File: src/rtl/therm_encoder_seq.sv
// -----------------------------------------------------------------------------
// therm_encoder_seq
//
// Sequential thermometer-to-binary encoder. A 16-bit thermometer code is
// accepted over a valid/ready handshake. The block then scans it LSB-first,
// one bit per clock, and returns the run length of contiguous ones from
// bit 0, together with two error flags, over a second valid/ready handshake.
// It sits on the readback path of the 16-bit shift register and recovers the
// fill level from a captured thermometer word.
//
// Ports:
//   clk         single clock; all state changes on the rising edge
//   rst         synchronous, active-high reset
//   in_valid    din carries a code to be encoded
//   in_ready    block is idle and can accept a code
//   din         thermometer code (WIDTH bits)
//   out_valid   result (dout / err_*) is valid
//   out_ready   consumer accepts the result
//   dout        run length of ones from bit 0, saturated to WIDTH-1
//   err_bubble  a one was seen above the first zero (non-thermometer code)
//   err_full    every bit set (run length WIDTH, dout saturated)
//
// Timing: a code accepted on edge E0 is scanned on edges E1..E16. The result
// is registered on E16, so out_valid is high right after E16. The handshake
// edge returns to IDLE, which makes the minimum accept-to-accept spacing
// 18 edges.
// -----------------------------------------------------------------------------
module therm_encoder_seq #(
    parameter int WIDTH = 16,
    parameter int CW    = 4
) (
    input  logic             clk,
    input  logic             rst,
    input  logic             in_valid,
    output logic             in_ready,
    input  logic [WIDTH-1:0] din,
    output logic             out_valid,
    input  logic             out_ready,
    output logic [CW-1:0]    dout,
    output logic             err_bubble,
    output logic             err_full
);

    // The run counter needs one extra bit so that an all-ones code (run of
    // WIDTH) can be told apart from a run of WIDTH-1.
    localparam int RW = CW + 1;

    typedef enum logic [1:0] {
        IDLE = 2'd0,
        SCAN = 2'd1,
        DONE = 2'd2
    } state_t;

    // ---------------------------------------------------------------------
    // State
    // ---------------------------------------------------------------------
    state_t           state_q,      state_d;
    logic [WIDTH-1:0] shreg_q,      shreg_d;
    logic [CW-1:0]    bit_cnt_q,    bit_cnt_d;
    logic [RW-1:0]    run_q,        run_d;
    logic             seen_zero_q,  seen_zero_d;
    logic             bubble_q,     bubble_d;
    logic [CW-1:0]    dout_q,       dout_d;
    logic             err_bubble_q, err_bubble_d;
    logic             err_full_q,   err_full_d;

    // ---------------------------------------------------------------------
    // One scan step: the effect of examining shreg_q[0] this cycle.
    // Computed unconditionally; only used while in SCAN.
    // ---------------------------------------------------------------------
    logic          scan_bit;
    logic [RW-1:0] run_step;
    logic          bubble_step;
    logic          seen_zero_step;
    logic          last_bit;
    logic          full_step;
    logic [CW-1:0] dout_step;

    always_comb begin
        scan_bit       = shreg_q[0];
        // Ones only extend the run until the first zero has been seen.
        run_step       = run_q + RW'(scan_bit & ~seen_zero_q);
        // A one after a zero means the code was not a thermometer code.
        bubble_step    = bubble_q | (scan_bit & seen_zero_q);
        seen_zero_step = seen_zero_q | ~scan_bit;
        last_bit       = (bit_cnt_q == CW'(WIDTH - 1));
        full_step      = (run_step == RW'(WIDTH));
        // Saturate: a full run of WIDTH reports WIDTH-1 with err_full set.
        dout_step      = full_step ? {CW{1'b1}} : run_step[CW-1:0];
    end

    // ---------------------------------------------------------------------
    // Next-state logic
    // ---------------------------------------------------------------------
    always_comb begin
        state_d      = state_q;
        shreg_d      = shreg_q;
        bit_cnt_d    = bit_cnt_q;
        run_d        = run_q;
        seen_zero_d  = seen_zero_q;
        bubble_d     = bubble_q;
        dout_d       = dout_q;
        err_bubble_d = err_bubble_q;
        err_full_d   = err_full_q;

        unique case (state_q)
            IDLE: begin
                if (in_valid) begin
                    shreg_d     = din;
                    bit_cnt_d   = '0;
                    run_d       = '0;
                    seen_zero_d = 1'b0;
                    bubble_d    = 1'b0;
                    state_d     = SCAN;
                end
            end

            SCAN: begin
                // No early exit: every bit is examined so that bubbles in
                // the upper bits are always detected.
                shreg_d     = {1'b0, shreg_q[WIDTH-1:1]};
                bit_cnt_d   = bit_cnt_q + CW'(1);
                run_d       = run_step;
                seen_zero_d = seen_zero_step;
                bubble_d    = bubble_step;
                if (last_bit) begin
                    // Result registers take the final values on the same
                    // edge that examines the top bit.
                    dout_d       = dout_step;
                    err_bubble_d = bubble_step;
                    err_full_d   = full_step;
                    state_d      = DONE;
                end
            end

            DONE: begin
                // Hold the result until the consumer takes it. The output
                // registers are left untouched so they keep their values
                // through IDLE until the next result.
                if (out_ready) begin
                    state_d = IDLE;
                end
            end

            default: begin
                state_d = IDLE;
            end
        endcase
    end

    // ---------------------------------------------------------------------
    // Registers
    // ---------------------------------------------------------------------
    always_ff @(posedge clk) begin
        if (rst) begin
            state_q      <= IDLE;
            shreg_q      <= '0;
            bit_cnt_q    <= '0;
            run_q        <= '0;
            seen_zero_q  <= 1'b0;
            bubble_q     <= 1'b0;
            dout_q       <= '0;
            err_bubble_q <= 1'b0;
            err_full_q   <= 1'b0;
        end else begin
            state_q      <= state_d;
            shreg_q      <= shreg_d;
            bit_cnt_q    <= bit_cnt_d;
            run_q        <= run_d;
            seen_zero_q  <= seen_zero_d;
            bubble_q     <= bubble_d;
            dout_q       <= dout_d;
            err_bubble_q <= err_bubble_d;
            err_full_q   <= err_full_d;
        end
    end

    // ---------------------------------------------------------------------
    // Outputs
    // ---------------------------------------------------------------------
    assign in_ready   = (state_q == IDLE);
    assign out_valid  = (state_q == DONE);
    assign dout       = dout_q;
    assign err_bubble = err_bubble_q;
    assign err_full   = err_full_q;

endmodule

File: config.mk
export PLATFORM = sky130hd
export DESIGN_NAME = therm_encoder_seq
export DESIGN_NICKNAME = d
export VERILOG_FILES = /design/src/rtl/therm_encoder_seq.sv
export SDC_FILE = /design/constraint.sdc
export NUM_CORES = 1
export LEC_CHECK = 0
export BUFFER_PORTS_ARGS = -buffer_cell sky130_fd_sc_hd__buf_2
export CORE_UTILIZATION = 40
export DETAILED_ROUTE_END_ITERATION = 8
export PLACE_DENSITY = 0.59
export SETUP_SLACK_MARGIN = 0.15
export SLEW_MARGIN = 20
export SYNTH_ARGS = -nofsm -noshare
export SYNTH_HDL_FRONTEND = slang
export SYNTH_SLANG_ARGS = --single-unit
File: constraint.sdc
create_clock -name clk -period 2.1 [get_ports clk]
set_clock_uncertainty 0.05 [all_clocks]
set_input_delay 0 -clock clk [delete_from_list [all_inputs] [get_ports clk]]
set_output_delay 0 -clock clk [all_outputs]
set_load 0.005 [all_outputs]
==> metrics.csv <==
metric,value,unit
status,"finished, final reports clean",
DRT antenna net count,0,
top cell family by delay on the critical path,simple AND/OR/NAND/NOR gates,
synthesized area per cell,7.698,sq um
Worst setup SP type,register,
Final Hold Violating Endpoints,0,
setup slack after layout,0.1684,ns
full die area,0.004558,sq mm
fraction of layout cells with a size suffix above 1,22.89,%
Final TNS setup,0,ns
Yosys warnings,0,
most used flip-flop cell after synthesis,dfxtp_1,
slowest CP cell,or4b_4,
CP required,2.26,ns
largest net degree at the start of global routing,36,
LEAKAGE,0.8453,nW
clock tree buffer depth,2,
adder-cell share of the synthesized area,2.187,%
Worst-Margin Slew,0.6800,ns
CP Capture Type,register,
antenna violations before repair,0,
max-slew violations,0,
number of global-route vias before repair,1250,
final wirelength,3580,um
compound-cell area share of the yosys netlist,14.36,%
Syn Inst Count,223,
clk root buf,clkbuf_8,
residual DRC count,0,
dominant cell type by area after synthesis,dfxtp_1,
Post-Synth XOR/XNOR Area,2.041,%
RSZ-0062 raised after global routing,true,
DP Worst Slack,0.08027,ns
Worst Hold Class,input port to register,
peak supply drop,0.4158,mV
GRT Overall Usage,17.07,%
power density over cell area,672.8,mW/mm^2
fin util,50.08,%
crit-path max cell delay,0.49,ns
share of the synthesized area in the top cell type,40.82,%
I/O pin count,28,
row count,23,
die height,67.51,um
DP HPWL,2273,um
first-pass GRT wire length,5720,um
"FF+latch count, synth",35,
"Distinct cells, synth",30,
# port buffers,27,
Via Count,1485,
Clock H-tree levels,2,
final setup vio count,0,
simple-gate portion of the synthesized area,32.36,%
Initial DRC Count,96,
crit path max fanout,3,
Syn Nets,246,
first-pass iteration count of the detailed router,4,
max_cap viols,0,
Area growth syn-to-layout,18.37,%
post-layout min period,1.932,ns
WS Path Type,register to register,
register area share after synthesis,40.82,%
Starting Density,42.31,%
Final Cell Area,0.002032,sq mm
clk sinks,35,
CP Buf/Inv Count,0,
Synth async-reset ratio,0,%
cell area after synthesis,0.001717,sq mm
Worst slew margin,54.67,%
"top cells by area, synth","dfxtp_1, nor2_1, nor2b_1",
Core Region,0.004058,sq mm
Overall Power,1.367,mW
Chip Width,67.51,um
DP Area,0.001889,sq mm
global route total overflow,0,
worst skew pair latency,0.29,ns
main combinational cell family by area after synthesis,simple AND/OR/NAND/NOR gates,
Post-synth EDFFs,0,
Clock transition at path regs,0.08,ns
post-synthesis mux area share,3.207,%
Fmax,0.5177,GHz
via/cell ratio,4.967,
Avg WL per Cell,11.97,um
# nets final,271,
GPL Wtd Cong,0.7518,
total CTS buffers,5,
CP most frequent cell,ha_4,
final worst-path cycle share,91.98,%
TritonCTS clock tree,yes,
worst-path cell chain,nor2b_4 -> ha_4 -> ha_4 -> or4b_4 -> o22ai_4 -> nand2_2 -> a211oi_2,
r2r setup slk,0.17,ns
diode count,0,
CP arrival,2.09,ns
-- flip-flops by register name, summed over array words and instances, names as in the netlist --
register and flops:
shreg_q 16, bit_cnt_q 4, state_q 2, err_full 1, err_bubble 1, bubble_q 1
seen_zero_q 1, dout 4, run_q 5
-- metal layers --
metal | vias to the layer above | share of wire, % | track usage [%]
met5 | - | 0 | 0
met3 | 2 | 5.7 | 4.561
met2 | 35 | 42 | 24.63
met1 | 650 | 52 | 23.23
li1 | 798 | - | -
met4 | 0 | 0.56 | 8.245
-- cell families after synthesis --
logic type / count (synthesis)
fa+ha+maj: 3
flops: 35
buf+inv: 20
mux: 5
compound gates: 37
simple gates: 119
xor+xnor: 4
-- final cells by class --
class	instances	area (sq um)
multi-input combinational	168	967.2
tap	50	62.56
sequential	35	703.2
inverter	2	7.507
fill	430	2026
clock inverter	3	15.01
clock buffer	5	68.82
timing repair buffer	36	207.7
-- worst reg2reg max path, delay by kind of cell (launching register included) --
family,cells,cell delay (ns)
AOI/OAI and AO/OA,2,0.37
adders and majority gates,2,0.35
DFF,1,0.34
and+or+nand+nor,3,0.76
-- cell usage after synthesis, types with 2 or more instances --
library cell / count
nand2_1: 5
nand2b_1: 2
dfxtp_1: 35
a22oi_1: 8
xnor2_1: 3
nor3b_1: 3
nor3_1: 16
clkbuf_1: 14
nor2_1: 67
o21ai_0: 2
inv_1: 2
buf_2: 3
ha_1: 3
nor2b_1: 16
nand3_1: 4
a21oi_1: 19
a211oi_1: 5
mux2_2: 4
-- worst paths after layout --
path / startpoint / endpoint / cells past startpoint
hold / removal: din[7] / shreg_q[7]$_SDFFE_PP0P_ / 5
setup reg to reg: shreg_q[0]$_SDFFE_PP0P_ / dout[0]$_SDFFE_PP0P_ / 7
setup / recovery: shreg_q[0]$_SDFFE_PP0P_ / dout[0]$_SDFFE_PP0P_ / 7
hold reg to reg: err_full$_SDFFE_PP0P_ / err_full$_SDFFE_PP0P_ / 2
-- where the power goes --
part | switching, mW | leakage (nW) | total [mW] | internal, mW
clock network | 0.244 | 0.0477 | 0.471 | 0.227
registers | 0.0191 | 0.287 | 0.717 | 0.698
logic | 0.0963 | 0.510 | 0.179 | 0.0828
-- through the flow --
step / instances / hold slack (ns)
2_1_floorplan: 223 / 0.1222
3_3_place_gp: 287 / 0.2209
3_5_place_dp: 287 / 0.2241
4_1_cts: 297 / 0.06567
5_1_grt: 299 / 0.09611
6_report: 299 / 0.07125
-- layout by cell type (no fill, tap or decap), drive strengths merged, types with 5 or more instances in the layout --
master   n
a21oi   19
buf     34
nand2    6
nor2b   16
a211oi   5
nor2    67
nor3    16
dfxtp   35
a22oi    8
clkbuf   5
-- what timing repair did --
item,4_1_cts,5_1_grt
resized for setup,3,1
pin swaps,3,3
endpoints found under the hold margin,2,0
buffers inserted,0,2
endpoints found under the setup margin,3,5
hold buffers,2,0
Power figures use the tool's default switching activity.
